## src/rtl/rv_ctrl_pkg.sv

```systemverilog
// Shared RV32IM control encodings: opcodes, ALU/MU op codes and EX result-select codes.
package rv_ctrl_pkg;

  localparam logic [6:0] OP_LOAD   = 7'b0000011;
  localparam logic [6:0] OP_IALU   = 7'b0010011;
  localparam logic [6:0] OP_AUIPC  = 7'b0010111;
  localparam logic [6:0] OP_STORE  = 7'b0100011;
  localparam logic [6:0] OP_RALU   = 7'b0110011;
  localparam logic [6:0] OP_LUI    = 7'b0110111;
  localparam logic [6:0] OP_BRANCH = 7'b1100011;
  localparam logic [6:0] OP_JALR   = 7'b1100111;
  localparam logic [6:0] OP_JAL    = 7'b1101111;

  localparam logic [3:0] ALU_ADD   = 4'd0;
  localparam logic [3:0] ALU_SUB   = 4'd1;
  localparam logic [3:0] ALU_SLL   = 4'd2;
  localparam logic [3:0] ALU_SLT   = 4'd3;
  localparam logic [3:0] ALU_SLTU  = 4'd4;
  localparam logic [3:0] ALU_XOR   = 4'd5;
  localparam logic [3:0] ALU_SRL   = 4'd6;
  localparam logic [3:0] ALU_SRA   = 4'd7;
  localparam logic [3:0] ALU_OR    = 4'd8;
  localparam logic [3:0] ALU_AND   = 4'd9;
  localparam logic [3:0] ALU_PASSB = 4'd10;

  localparam logic [1:0] MUL_MUL    = 2'd0;
  localparam logic [1:0] MUL_MULH   = 2'd1;
  localparam logic [1:0] MUL_MULHSU = 2'd2;
  localparam logic [1:0] MUL_MULHU  = 2'd3;

  localparam int RES_ALU = 0;
  localparam int RES_MU  = 1;

  // Base integer op selected by func3; func7[5] turns the shift-right slot into SRA.
  function automatic logic [3:0] alu_from_func3(input logic [2:0] f3, input logic sra);
    logic [3:0] op;
    case (f3)
      3'b000:  op = ALU_ADD;
      3'b001:  op = ALU_SLL;
      3'b010:  op = ALU_SLT;
      3'b011:  op = ALU_SLTU;
      3'b100:  op = ALU_XOR;
      3'b101:  op = sra ? ALU_SRA : ALU_SRL;
      3'b110:  op = ALU_OR;
      default: op = ALU_AND;
    endcase
    return op;
  endfunction

endpackage

```

## src/rtl/ex_decode_comb.sv

```systemverilog
// Pure combinational EX decode: opcode/func3/func7 bits to ALU, MU and result-select controls.
module ex_decode_comb
  import rv_ctrl_pkg::*;
#(
  parameter int RES_W = 1
) (
  input  logic [6:0]       opcode_i,
  input  logic [2:0]       func3_i,
  input  logic [1:0]       func7b50_i,
  output logic [3:0]       aluctl_o,
  output logic [1:0]       mulctl_o,
  output logic [RES_W-1:0] ifuresctl_o,
  output logic             valid_o
);

  logic [3:0]       alu;
  logic [1:0]       mul;
  logic [RES_W-1:0] res;
  logic             legal;

  always_comb begin
    alu   = ALU_ADD;
    mul   = MUL_MUL;
    res   = RES_W'(RES_ALU);
    legal = 1'b0;
    case (opcode_i)
      OP_RALU: begin
        case (func7b50_i)
          2'b00: begin
            legal = 1'b1;
            alu   = alu_from_func3(func3_i, 1'b0);
          end
          2'b10: begin
            legal = (func3_i == 3'b000) || (func3_i == 3'b101);
            alu   = (func3_i == 3'b101) ? ALU_SRA : ALU_SUB;
          end
          2'b01: begin
            legal = ~func3_i[2];
            mul   = func3_i[1:0];
            res   = RES_W'(RES_MU);
          end
          default: legal = 1'b0;
        endcase
      end
      // func7 bits are immediate bits here; only the shifts interpret func7[5].
      OP_IALU: begin
        legal = !((func3_i == 3'b001) && func7b50_i[1]);
        alu   = alu_from_func3(func3_i, func7b50_i[1]);
      end
      OP_LOAD:  legal = (func3_i != 3'b011) && (func3_i[2:1] != 2'b11);
      OP_STORE: legal = (func3_i[2] == 1'b0) && (func3_i[1:0] != 2'b11);
      OP_AUIPC: legal = 1'b1;
      OP_JAL:   legal = 1'b1;
      OP_JALR:  legal = (func3_i == 3'b000);
      OP_LUI: begin
        legal = 1'b1;
        alu   = ALU_PASSB;
      end
      OP_BRANCH: begin
        legal = (func3_i[2:1] != 2'b01);
        case (func3_i[2:1])
          2'b00:   alu = ALU_SUB;
          2'b10:   alu = ALU_SLT;
          default: alu = ALU_SLTU;
        endcase
      end
      default: legal = 1'b0;
    endcase
  end

  // Illegal encodings collapse to a fixed benign control word so the datapath stays quiet.
  assign valid_o     = legal;
  assign aluctl_o    = legal ? alu : ALU_ADD;
  assign mulctl_o    = legal ? mul : MUL_MUL;
  assign ifuresctl_o = legal ? res : RES_W'(RES_ALU);

endmodule

```

## src/rtl/ex_stage_decoder.sv

```systemverilog
// RV32IM execute-stage decoder: registers decoded controls one cycle after the instruction bits.
module ex_stage_decoder
  import rv_ctrl_pkg::*;
#(
  parameter int ifuresctl_N = 2,
  localparam int RES_W = (ifuresctl_N > 1) ? $clog2(ifuresctl_N) : 1
) (
  input  logic             clk,
  input  logic             rst_n,
  input  logic [6:0]       opcode,
  input  logic [2:0]       func3,
  input  logic [1:0]       func7b50,
  output logic [3:0]       aluctl,
  output logic [1:0]       mulctl,
  output logic [RES_W-1:0] ifuresctl,
  output logic             valid
);

  logic [3:0]       aluctl_d,    aluctl_q;
  logic [1:0]       mulctl_d,    mulctl_q;
  logic [RES_W-1:0] ifuresctl_d, ifuresctl_q;
  logic             valid_d,     valid_q;

  ex_decode_comb #(.RES_W(RES_W)) u_decode (
    .opcode_i    (opcode),
    .func3_i     (func3),
    .func7b50_i  (func7b50),
    .aluctl_o    (aluctl_d),
    .mulctl_o    (mulctl_d),
    .ifuresctl_o (ifuresctl_d),
    .valid_o     (valid_d)
  );

  always_ff @(posedge clk or negedge rst_n) begin
    if (!rst_n) begin
      aluctl_q    <= ALU_ADD;
      mulctl_q    <= MUL_MUL;
      ifuresctl_q <= RES_W'(RES_ALU);
      valid_q     <= 1'b0;
    end else begin
      aluctl_q    <= aluctl_d;
      mulctl_q    <= mulctl_d;
      ifuresctl_q <= ifuresctl_d;
      valid_q     <= valid_d;
    end
  end

  assign aluctl    = aluctl_q;
  assign mulctl    = mulctl_q;
  assign ifuresctl = ifuresctl_q;
  assign valid     = valid_q;

endmodule

```

## config.mk

```make
export PLATFORM = sky130hd
export DESIGN_NAME = ex_stage_decoder
export DESIGN_NICKNAME = d
export VERILOG_FILES = /design/src/rtl/rv_ctrl_pkg.sv /design/src/rtl/ex_decode_comb.sv /design/src/rtl/ex_stage_decoder.sv
export SDC_FILE = /design/constraint.sdc
export NUM_CORES = 1
export LEC_CHECK = 0
export CAP_MARGIN = 10
export CELL_PAD_IN_SITES_DETAIL_PLACEMENT = 1
export CELL_PAD_IN_SITES_GLOBAL_PLACEMENT = 1
export CORE_ASPECT_RATIO = 0.7
export CORE_MARGIN = 1.5
export CORE_UTILIZATION = 32
export DETAILED_ROUTE_END_ITERATION = 8
export MAX_ROUTING_LAYER = met4
export PLACE_DENSITY_LB_ADDON = 0.08
export REMOVE_ABC_BUFFERS = 1
export SETUP_SLACK_MARGIN = 0.1
export SYNTH_ARGS = -nofsm -noshare
export SYNTH_HDL_FRONTEND = slang
export SYNTH_SLANG_ARGS = --single-unit
```

## constraint.sdc

```tcl
create_clock -name clk -period 0.8 [get_ports clk]
set_input_delay 0.08 -clock clk [delete_from_list [all_inputs] [get_ports clk]]
set_output_delay 0.08 -clock clk [all_outputs]
set_load 0.005 [all_outputs]
```

==> impl_metrics.json, run 1 <==
{
  "antenna_found_initial": 0,
  "cts_max_level": 1,
  "drt-total-wl_mm": 2.35,
  "ys_seq_area_frac": 0.319,
  "grt_util_met1": 0.261,
  "fin_crit_sh": 1.36,
  "netlist_area_sq_um": 628,
  "viasPerCell": 5.35,
  "synth_compound_area_frac": 0.273,
  "final_nets": 127,
  "grt_busiest_layer": "met2",
  "cp_common_cell": "buf_6",
  "grt_pass1_vias": 696,
  "use_met2": 0.384,
  "start_kind": "input port",
  "synth_top_area_cell": "dfrtp_1",
  "timing.fmax_mhz": 922,
  "ir_worst_vdd_uv": 1050,
  "row_count": 13,
  "end_kind": "flop",
  "grt_usage": 0.221,
  "initial_core_util": 0.339,
  "drive_gt1_frac": 0.640,
  "dpl.hpwl_mm": 1.59,
  "ys_seq_elements": 8,
  "fp.coreArea_sq_um": 1850,
  "cts_root_buffer": "clkbuf_4",
  "tightest_slew_ns": 0.357,
  "die-area_sq_um": 2240,
  "failed_checks": "negative setup slack",
  "yosys-top-cells-area": "dfrtp_1 32%, o21ai_0 4.8%, o31ai_1 3.6%",
  "yosysWarnings": 0,
  "clk_pin_slew_worst_paths_ns": 0.05,
  "hold_slack_ns": 0.0908,
  "cts.sinks": 8,
  "outcome": "finished with violations",
  "leakage_uw": 0.000526,
  "slowest_stage": "a211oi_4",
  "worstPathArrival_ns": 1.22,
  "remaining_drc_errors": 0,
  "synth_top_area_share": 0.319,
  "drt-pass1-iter-count": 4,
  "die_height_um": 40.1,
  "grt_overflow": 0,
  "finalMaxSlewViolations": 0,
  "crit_path_max_fanout": 4,
  "synth.avg_cell_area_sq_um": 9.37,
  "antenna_cells": 0,
  "internal_power_uw": 747,
  "cts_tree": "yes",
  "pwr-share-clk": 0.298,
  "power_density_nw_per_um2": 960,
  "ant_nets": 0,
  "crit_chain": "buf_6 -> and4bb_2 -> buf_6 -> nand2b_4 -> a21oi_4 -> buf_6 -> a211oi_4 -> nor3_1",
  "syn_inst": 67,
  "maxCapViolCount": 0,
  "post-route-util": 0.597,
  "numCtsBuffers": 3,
  "seq_power_share": 0.384,
  "yosysUniqueCellTypes": 36,
  "ys.flop_type": "dfrtp_1",
  "dpl_cell_area_sq_um": 961,
  "hold_viol_final": 0,
  "relSlewSlack": 0.761,
  "swShare": 0.297,
  "postCtsHoldBufs": 0,
  "worstPathRequired_ns": 0.94,
  "dpl.cell_count": 124,
  "synthAdderAreaFrac": 0,
  "clk_path_buf_depth": 2,
  "placement.io_buffers": 21,
  "routedWlPerCell_um": 17.7,
  "critPathMaxStageDelay_ns": 0.30,
  "synth_xor_area_frac": 0.0139,
  "synth_commonest_cells": "8 x dfrtp_1, 6 x o21ai_0, 5 x inv_1, 4 x a21oi_1",
  "path_buf_inv": 3,
  "grtUsageMet3": 0.0677,
  "crit_type": "in2reg",
  "setup_viol": 16,
  "stdcell_area_sq_um": 1110,
  "fin_crit_ns": 1.08,
  "area_growth_pct": 76.3,
  "synth-simple-area-share": 0.313,
  "die_width_um": 56.0,
  "hold_path_class": "in2async",
  "rsz0062_at_grt": "true",
  "grt_first_pass_wirelength_mm": 3.44,
  "finalWorstSetupSlack_ns": -0.285,
  "cp_top_family": "simple AND/OR/NAND/NOR gates",
  "fin_cells": 133,
  "top_level_ports": 22,
  "synth_most_common_cell": "dfrtp_1",
  "synth.area.mux_share": 0,
  "drtIter0Drc": 13,
  "synth_top_family_by_area": "simple AND/OR/NAND/NOR gates",
  "grt_max_degree": 9,
  "async_reset_ff_frac": 1.00,
  "power.share.combinational": 0.318,
  "synth-edff-count": 0,
  "vias": 712,
  "p_sw_uw": 316,
  "globalplace.congestion": 0.780
}
## flip-flops by register name, summed over array words and instances, names as in the netlist
signal	cells
mulctl	2
aluctl	4
ifuresctl	1
valid	1
## metal layers
layer / up-vias / routed length [um]
met3: 4 / 86
met5: - / 0
met1: 346 / 1020
met4: 0 / 46
met2: 17 / 1190
li1: 345 / -
## kinds of logic after synthesis
kind of cell,after synthesis
flops,8
buf+inv,8
xor+xnor,1
simple gates,27
compound gates,23
## what timing repair did
item | CTS | global route
endpoints found under the setup margin | 16 | 16
setup buffers | 5 | 1
gates resized for setup | 106 | 11
cloned | 0 | 0
pin swaps | 15 | 4
## cell type report
class / count / area, sq um
fillers: 226 / 747
multi-input cells: 51 / 500
repair buffers: 44 / 338
flip-flops and latches: 8 / 200
well taps: 22 / 27.5
clock buffers: 3 / 22.5
inverters: 5 / 18.8
## final timing paths
kind                            from   endpoint  cells after the start
max in group asynchronous      rst_n      valid                      1
setup / recovery           opcode[1]  aluctl[1]                      8
hold / removal                 rst_n  aluctl[0]                      1
min in group clk            func3[1]  mulctl[1]                      2
## cell usage in the layout (no fill, tap or decap), types with 2 or more instances in the layout
master,n
a21oi_1,2
and2_1,2
buf_2,11
buf_4,20
buf_6,9
clkbuf_4,4
dfrtp_1,8
inv_1,5
nand2_1,2
nand2b_2,2
nand3_1,2
nor2b_4,2
nor3_2,2
o21ai_0,4
o21ai_2,2
o22ai_1,2
o31ai_4,2
## power groups by stage
stage               clock (uW)  combinational (uW)  sequential (uW)
floorplan                    0                85.9              415
global placement             0                 270              415
detailed placement           0                 276              415
CTS                        316                 312              408
global route               345                 362              408
finish                     317                 338              408
## through the flow
step / total power, uW / setup TNS [ns] / worst slack, ns
after floorplan: 501 / -1.68 / -0.316
after global placement: 684 / -7.46 / -0.923
after detailed placement: 691 / -7.76 / -0.954
after CTS: 1040 / -1.71 / -0.293
after global routing: 1110 / -2.23 / -0.306
final: 1060 / -1.73 / -0.285
No activity file was read; power rests on OpenSTA's default activity.
==> run 2, diff against run 1 <==
- CORE_UTILIZATION: 32 -> 25
==> run 2 against run 1 <==
Compared with the run above:
- the flow still finishes with violations (negative setup slack)
- first-iteration DRC count shrank 23%
- count of clock-buffer cells in the layout did not move
- final cell count is 12% higher
- maximum frequency shrank 2.4%
- sequential power hardly changed
- non-clock buffer count grew 6
- combinational power up 3%
- core utilization shrank 8.2 points
- sequential share of layout area down 0.89 points
- worst setup slack lost 0.027 ns
- flip-flop and latch count unchanged
==> impl_metrics.json, run 2 (synthesized netlist as in run 1, its figures left out) <==
{
  "outcome": "finished with violations",
  "failed_checks": "negative setup slack",
  "relSlewSlack": 0.761,
  "total_power_uw": 1050,
  "dpl.hpwl_mm": 1.70,
  "path_buf_inv": 4,
  "crit_type": "in2reg",
  "viasPerCell": 4.77,
  "hold_viol_final": 0,
  "cts.sinks": 8,
  "drive_gt1_frac": 0.675,
  "cts_tree": "yes",
  "final_nets": 133,
  "die-area_sq_um": 2830,
  "fillers": 268,
  "rsz0062_at_grt": "true",
  "drt-total-wl_mm": 2.16,
  "start_kind": "input port",
  "slowest_stage": "o31ai_4",
  "placement.io_buffers": 21,
  "stdcell_area_sq_um": 1160,
  "finalWorstSetupSlack_ns": -0.312,
  "crit_path_max_fanout": 4,
  "final_cell_mix": "25 x buf_4, 13 x buf_2, 8 x dfrtp_1, 8 x buf_6, 4 x inv_1",
  "worstPathArrival_ns": 1.28,
  "critPathMaxStageDelay_ns": 0.25,
  "clk_path_buf_depth": 2,
  "leakage_uw": 0.000566,
  "grt_max_degree": 9,
  "grt_first_pass_wirelength_mm": 3.62,
  "die_width_um": 62.9,
  "cts_max_level": 1,
  "ant_nets": 0,
  "end_kind": "flop",
  "post-route-util": 0.516,
  "antenna_found_initial": 0,
  "globalplace.congestion": 0.750,
  "maxCapViolCount": 0,
  "dpl_worst_slack_ns": -1.01,
  "timing.fmax_mhz": 900,
  "grt_overflow": 0,
  "grt_pass1_vias": 746,
  "drtIter0Drc": 10,
  "grt_usage": 0.174,
  "area_growth_pct": 85.5,
  "hold_slack_ns": 0.110,
  "dpl_cell_area_sq_um": 1030,
  "antenna_cells": 0,
  "finalMaxSlewViolations": 0,
  "hold_path_class": "in2async",
  "largest_reg_flops": 4,
  "power_density_nw_per_um2": 898,
  "initial_core_util": 0.278,
  "worstPathRequired_ns": 0.97,
  "top_level_ports": 22,
  "numCtsBuffers": 3,
  "crit_chain": "buf_6 -> buf_6 -> nand3b_1 -> buf_4 -> o31ai_4 -> a211oi_2 -> buf_4 -> nor3_2",
  "remaining_drc_errors": 0,
  "ir_worst_vdd_uv": 899,
  "fp.coreArea_sq_um": 2260,
  "setup_viol": 9,
  "fin_crit_sh": 1.39,
  "cts_root_buffer": "clkbuf_4",
  "clk_pin_slew_worst_paths_ns": 0.05,
  "routedWlPerCell_um": 14.5,
  "row_count": 14,
  "die_height_um": 44.9,
  "tightest_slew_ns": 0.358,
  "fin_crit_ns": 1.11,
  "cp_top_family": "buffers and inverters",
  "drt-pass1-iter-count": 4,
  "layout_commonest_cell": "buf_4",
  "postCtsHoldBufs": 0,
  "vias": 711
}
## run 2: report_power, final
part,leakage (uW),switching [uW],total (uW),internal [uW]
sequential,0.000112,0.367,408,407
clock,0.0000138,120,290,170
combinational,0.000440,168,347,179
## run 2: worst max-delay path by stage
stage	slack (ns)	cells after the start	endpoint	from
finish	-0.31	8	aluctl[1]	opcode[4]
global route	-0.40	8	aluctl[1]	opcode[4]
CTS	-0.29	8	aluctl[0]	opcode[4]
detailed placement	-1.01	7	aluctl[0]	func3[0]
global placement	-0.98	7	aluctl[0]	func3[0]
floorplan	-0.32	5	aluctl[2]	opcode[2]
## run 2: per-layer routing
| metal | track usage | wire length [um] |
|---|---|---|
| met1 | 0.240 | 1060 |
| met2 | 0.262 | 1020 |
| met3 | 0.0549 | 81 |
| met4 | 0.0133 | 0 |
| met5 | - | 0 |
## run 2: cell type report
type | count | area (sq um) | area share
clock buffer | 3 | 22.5 | 0.0193
inverter | 5 | 18.8 | 0.0161
multi-input combinational | 51 | 500 | 0.430
sequential | 8 | 200 | 0.172
tap | 32 | 40.0 | 0.0344
timing repair buffer | 50 | 383 | 0.329
## run 2: repair_timing
action                                  CTS  global route
buffers inserted                          3             2
hold endpoints to repair                  0             0
endpoints found under the setup margin   16            16
pin swaps                                18             8
gates cloned                              0             0
resized for setup                       110             9
## run 2: metrics by stage
step	TNS [ns]	std cells
global route	-2.39	149
floorplan	-1.68	64
global placement	-7.71	141
finish	-1.72	149
detailed placement	-7.81	141
CTS	-1.71	147
